==> config.mk <==
export PLATFORM = sky130hd
export DESIGN_NAME = barrel_shifter_flat
export DESIGN_NICKNAME = d
export VERILOG_FILES = /design/src/rtl/barrel_shifter_pkg.sv /design/src/rtl/barrel_shifter_if.sv /design/src/rtl/barrel_shifter_core.sv /design/src/rtl/barrel_shifter.sv /design/src/flat_wrapper.sv
export SDC_FILE = /design/constraint.sdc
export NUM_CORES = 1
export LEC_CHECK = 0
export BUFFER_PORTS_ARGS = -buffer_cell sky130_fd_sc_hd__buf_2
export CAP_MARGIN = 20
export CORE_AREA = 2 2 39 41
export CTS_BUF_LIST = sky130_fd_sc_hd__clkbuf_8
export CTS_CLUSTER_DIAMETER = 120
export DETAILED_ROUTE_END_ITERATION = 10
export DIE_AREA = 0 0 41 43
export HOLD_SLACK_MARGIN = 0.12
export SLEW_MARGIN = 20
export SYNTH_ARGS = -nofsm -noshare
export SYNTH_HDL_FRONTEND = slang
export SYNTH_SLANG_ARGS = --single-unit
==> constraint.sdc <==
create_clock -name clk -period 1.1 [get_ports clk]
set_input_delay 0 -clock clk [delete_from_list [all_inputs] [get_ports clk]]
set_output_delay 0 -clock clk [all_outputs]
set_load 0.02 [all_outputs]
==> src/rtl/barrel_shifter_pkg.sv <==
// Shared types for the barrel shifter: the 2-bit operation encoding.
// Optional flag outputs are enabled with BARREL_SHIFTER_FLAGS_EN.
package barrel_shifter_pkg;

   typedef enum logic [1:0] {
      MODE_LSL = 2'b00,
      MODE_LSR = 2'b01,
      MODE_ROL = 2'b10,
      MODE_ROR = 2'b11
   } mode_e;

endpackage : barrel_shifter_pkg

==> src/rtl/barrel_shifter_if.sv <==
// Operand/result bundle for the barrel shifter.
// zero/carry flag signals exist only with BARREL_SHIFTER_FLAGS_EN.
interface barrel_shifter_if
   import barrel_shifter_pkg::*;
#(
   parameter int WIDTH = 4
);
   localparam int SHW = $clog2(WIDTH);

   logic             in_valid;
   logic [WIDTH-1:0] data_in;
   logic [SHW-1:0]   shift;
   mode_e            mode;
   logic             out_valid;
   logic [WIDTH-1:0] data_out;
`ifdef BARREL_SHIFTER_FLAGS_EN
   logic             zero;
   logic             carry;
`endif

   modport master (
      output in_valid, data_in, shift, mode,
`ifdef BARREL_SHIFTER_FLAGS_EN
      input  zero, carry,
`endif
      input  out_valid, data_out
   );

   modport slave (
      input  in_valid, data_in, shift, mode,
`ifdef BARREL_SHIFTER_FLAGS_EN
      output zero, carry,
`endif
      output out_valid, data_out
   );

endinterface : barrel_shifter_if

==> src/rtl/barrel_shifter_core.sv <==
// Combinational log-structured shift/rotate network: stage k moves by 2^k.
// The carry output is built only with BARREL_SHIFTER_FLAGS_EN.
module barrel_shifter_core
   import barrel_shifter_pkg::*;
#(
   parameter  int WIDTH = 4,
   localparam int SHW   = $clog2(WIDTH)
) (
   input  logic [WIDTH-1:0] data_i,
   input  logic [SHW-1:0]   shift_i,
   input  mode_e            mode_i,
`ifdef BARREL_SHIFTER_FLAGS_EN
   output logic             carry_o,
`endif
   output logic [WIDTH-1:0] result_o
);

   function automatic logic [WIDTH-1:0] stage_shift(input logic [WIDTH-1:0] x,
                                                    input int amt, input mode_e m);
      case (m)
         MODE_LSL: stage_shift = x << amt;
         MODE_LSR: stage_shift = x >> amt;
         MODE_ROL: stage_shift = (x << amt) | (x >> (WIDTH - amt));
         default:  stage_shift = (x >> amt) | (x << (WIDTH - amt));
      endcase
   endfunction

   logic [WIDTH-1:0] net;

   always_comb begin
      // NOTE: blocking assignments here so each stage feeds the next within one evaluation.
      net = data_i;
      for (int k = 0; k < SHW; k++) begin
         if (shift_i[k]) net = stage_shift(net, 1 << k, mode_i);
      end
   end

   assign result_o = net;

`ifdef BARREL_SHIFTER_FLAGS_EN
   logic [SHW-1:0] lsl_idx;
   logic [SHW-1:0] lsr_idx;

   // Last bit to leave the word: WIDTH-shift (mod WIDTH) for left, shift-1 for right.
   always_comb begin
      lsl_idx = ~shift_i + SHW'(1);
      lsr_idx = shift_i - SHW'(1);
      carry_o = 1'b0;
      if (shift_i != '0) begin
         case (mode_i)
            MODE_LSL: carry_o = data_i[lsl_idx];
            MODE_LSR: carry_o = data_i[lsr_idx];
            MODE_ROL: carry_o = net[0];
            default:  carry_o = net[WIDTH-1];
         endcase
      end
   end
`endif

endmodule : barrel_shifter_core

==> src/rtl/barrel_shifter.sv <==
// Barrel shifter top: one register stage with valid and synchronous reset around the core.
// BARREL_SHIFTER_FLAGS_EN adds registered zero/carry flags.
module barrel_shifter
   import barrel_shifter_pkg::*;
#(
   parameter int WIDTH = 4
) (
   input  logic            clk,
   input  logic            rst,
   barrel_shifter_if.slave bus
);

   logic [WIDTH-1:0] result;
   logic [WIDTH-1:0] data_d, data_q;
   logic             valid_d, valid_q;

`ifdef BARREL_SHIFTER_FLAGS_EN
   logic carry;
   logic zero_d, zero_q;
   logic carry_d, carry_q;
`endif

   barrel_shifter_core #(.WIDTH(WIDTH)) u_core (
      .data_i   (bus.data_in),
      .shift_i  (bus.shift),
      .mode_i   (bus.mode),
`ifdef BARREL_SHIFTER_FLAGS_EN
      .carry_o  (carry),
`endif
      .result_o (result)
   );

   always_comb begin
      // NOTE: every output gets a hold default first, so no path leaves it unassigned (no latch).
      valid_d = bus.in_valid;
      data_d  = data_q;
`ifdef BARREL_SHIFTER_FLAGS_EN
      zero_d  = zero_q;
      carry_d = carry_q;
`endif
      if (bus.in_valid) begin
         data_d  = result;
`ifdef BARREL_SHIFTER_FLAGS_EN
         zero_d  = (result == '0);
         carry_d = carry;
`endif
      end
   end

   // NOTE: non-blocking assignments for all registered state.
   always_ff @(posedge clk) begin
      if (rst) begin
         valid_q <= 1'b0;
         data_q  <= '0;
`ifdef BARREL_SHIFTER_FLAGS_EN
         zero_q  <= 1'b0;
         carry_q <= 1'b0;
`endif
      end else begin
         valid_q <= valid_d;
         data_q  <= data_d;
`ifdef BARREL_SHIFTER_FLAGS_EN
         zero_q  <= zero_d;
         carry_q <= carry_d;
`endif
      end
   end

   assign bus.out_valid = valid_q;
   assign bus.data_out  = data_q;
`ifdef BARREL_SHIFTER_FLAGS_EN
   assign bus.zero      = zero_q;
   assign bus.carry     = carry_q;
`endif

endmodule : barrel_shifter

==> src/flat_wrapper.sv <==
// flat-port wrapper written by rule: the top's interface ports become plain ports
module barrel_shifter_flat import barrel_shifter_pkg::*;
#(
   parameter int WIDTH = 4
)
  (clk, rst, bus_in_valid, bus_data_in, bus_shift, bus_mode, bus_out_valid, bus_data_out);
  barrel_shifter_if #(.WIDTH(WIDTH)) bus_i ();
  input  logic clk;
  input  logic rst;
  input wire logic [$bits(bus_i.in_valid)-1:0] bus_in_valid;
  input wire logic [$bits(bus_i.data_in)-1:0] bus_data_in;
  input wire logic [$bits(bus_i.shift)-1:0] bus_shift;
  input wire logic [$bits(bus_i.mode)-1:0] bus_mode;
  output wire logic [$bits(bus_i.out_valid)-1:0] bus_out_valid;
  output wire logic [$bits(bus_i.data_out)-1:0] bus_data_out;
  assign bus_i.in_valid = bus_in_valid;
  assign bus_i.data_in = bus_data_in;
  assign bus_i.shift = bus_shift;
  assign bus_i.mode = bus_mode;
  assign bus_out_valid = bus_i.out_valid;
  assign bus_data_out = bus_i.data_out;
  barrel_shifter #(.WIDTH(WIDTH)) u_core (.clk(clk), .rst(rst), .bus(bus_i));
endmodule
==> summary.txt <==
Flow run
  • Max-cap viol count: 0

Placed design
  • DP Wirelength: 680 um
  • GP Congestion: 0.770
  • Area after DPL: 427 um^2
  • PortBufs: 15
  • Post-Place Worst Slack: 0.139 ns

Synthesis
  • Post-synth top area share: 0.282
  • Register area share after synthesis: 0.282
  • Synth top cells by count: nor2_1, dfxtp_1, a31oi_1, nand2b_1, nor3_1
  • Seq cells post-synth: 5
  • Avg Cell Area, Syn: 7.90 um^2
  • Gate Count Post-Synth: 45
  • Post-synth cell types: 20
  • Post-Syn Nets: 56
  • Leading area contributor after synthesis: dfxtp_1
  • Cell Area, Synth: roughly 360 um^2
  • Synth top area cells: dfxtp_1, nor2_1, a31oi_1
  • Most common cell in the netlist: nor2_1
  • EDFF count, synth: 0
  • Async S/R FF share, synth: 0
  • Top FF cell, synth: dfxtp_1
  • Synth warn: 0

Power and ir drop
  • Net Switching: 180 uW
  • Switching share of power: 0.266
  • PD cells: 1380 nW/um^2
  • Leakage: 0.220 nW
  • Sequential Power Share: 0.303
  • P_int: approximately 500 uW
  • Maximum vdd drop: 279 uV
  • Clk network pwr share: 0.480
  • Total Power: 678 uW
  • Comb pwr share: 0.217

GRT
  • GR Overflow Total: 0
  • Initial antenna violation count: 0
  • Largest net degree at the start of global routing: 11
  • First-pass GRT wire length: between 1000 and 1500 um
  • Vias in the first global route: 353
  • Tot GR Track Use: 0.115

Worst setup path
  • Slowest stage cell, crit path: a2111oi_1
  • Largest stage delay, worst path: around 0.35 ns
  • Worst-path cell chain: nor2_1 > a2111oi_1 > a221o_1
  • WP data arrival: 1.15 ns
  • Top Family by Delay on Critical Path: compound AO/OA/AOI/OAI gates
  • Startpoint Class: flop
  • Crit Path Max Fanout: 3
  • WP data required: 1.26 ns
  • CP endpoint kind: flop
  • Kind of critical path: flop to flop
  • Bufs and invs on worst path: 0

Drt
  • WL final: 874 um
  • WL met1: 426 um
  • Drt first-iter violations: 11
  • Met3 WL: 70 um
  • DRC: 0
  • Metal2 WL: 377 um
  • Via count: around 400
  • Wirelength per Cell: 11.1 um
  • Drt pass-1 iters: 4
  • Max layer used: met3
  • Antenna viol nets, final: 0
  • Vias per Instance: 5.08

Clock network
  • Max Buffers Root-to-Sink: 2
  • Post-cts resize count: 0
  • CTS root buffer: clkbuf_8
  • Clk_lat worst skew: around 0.22 ns
  • H-tree depth: 1
  • Clk slew on worst S/H paths: 0.04 ns
  • Clock sinks: 5
  • CTS tree: done
  • Total CTS buffers: 3

STA
  • RSZ-0062 raised after global routing: false
  • Max Freq: 1010 MHz
  • Clock skew: 0 ns
  • Slew Viols, Final: 0
  • Final min period: 0.988 ns
  • Final TNS setup: 0 ns
  • Max-slew headroom: 0.760
  • Endpoints failing setup: 0
  • Final hold viol count: 0
  • Fin crit share: 0.898
  • Final WS setup: 0.112 ns
  • Worst-margin pin slew: around 0.36 ns

Floorplan
  • Site Rows: 14
  • Die width: 41 um
  • I/O pins: 16
  • Die Area: 1760 um^2
  • Die Y: 43 um
  • Core ar.: 1380 um^2
  • Initial Util: 0.257

Cells and area
  • Area occupied by multi-input gates: 224 um^2
  • Fill count: roughly 160
  • Layout area overhead: 38.4%
  • Ant diodes: 0
  • Layout cells sized above 1: 0.302
  • Final net count: 75
  • Seq. cell area: between 100 and 150 um^2
  • Post-route cell area: approximately 500 um^2

Run status
  • Outcome: finished clean

Min path
  • Worst min path class: input port to flop
through the flow:
step,instances,hold WS (ns),utilization
floorplan,45,0.0716,-
global placement,73,0.259,0.308
detailed placement,73,0.263,0.308
CTS,79,0.142,0.355
global route,79,0.154,0.355
finish,79,0.142,0.355
sequential cells by signal, indices dropped and copies added, names as in the netlist:
register              flops
u_core.bus.data_out       4
u_core.bus.out_valid      1
power by group through the flow:
stage,sequential [mW],clock (mW),combinational [mW]
finish,0.206,0.325,0.147
floorplan,0.226,0,0.0757
CTS,0.206,0.338,0.147
detailed placement,0.208,0,0.142
global route,0.207,0.352,0.162
global placement,0.208,0,0.140
path summary, 6_finish.rpt:
check,depth (start not counted),slack (ns),from,endpoint
worst max-delay path,3,0.11,u_core.bus.data_out[3],u_core.bus.data_out[3]
worst max register to register,3,0.11,u_core.bus.data_out[3],u_core.bus.data_out[3]
worst min register to register,2,0.48,u_core.bus.data_out[2],u_core.bus.data_out[2]
worst min-delay path,3,0.14,bus_in_valid,u_core.bus.data_out[1]
logic make-up (layout without fill, tap and decap cells):
logic type | Yosys count | after routing | share of synthesized area
simple gates | 21 | 21 | 0.299
compound gates | 12 | 12 | 0.275
flops | 5 | 5 | 0.282
buf+inv | 5 | 23 | 0.0880
mux | 2 | 2 | 0.0563
placed cells by master (no fill, tap or decap), drive strengths merged:
master / instances
clkbuf: 3
or2: 2
a221o: 2
nand3b: 1
buf: 15
nand2: 1
inv: 3
o21ai: 2
mux2i: 2
nor3: 4
nor2: 7
dfxtp: 5
nand3: 1
a2111oi: 2
nand2b: 4
o221ai: 2
dlygate4sd3: 2
nor2b: 1
a31oi: 4
repair_timing:
item / in CTS / in global routing
hold buffers: 2 / 0
buffers inserted: 0 / 0
endpoints found under the hold margin: 3 / 0
metal layers:
layer	global-route usage	vias to the layer above
met5	0	-
met2	0.163	18
met1	0.153	180
met3	0.0314	0
met4	0.0600	0
li1	-	203
cell type report:
type / count / area share
Clock buffer: 3 / 0.0840
Timing Repair Buffer: 17 / 0.193
Inverter: 2 / 0.0153
Multi-Input combinational cell: 35 / 0.455
Clock inverter: 1 / 0.00763
Tap cell: 16 / 0.0407
Sequential cell: 5 / 0.204
tightest hold or removal path, cell delays in order:
cell and delay, ns:
buf_2 0.14, nor2_1 0.11, nor3_1 0.05
No activity file was read; power rests on OpenSTA's default activity.
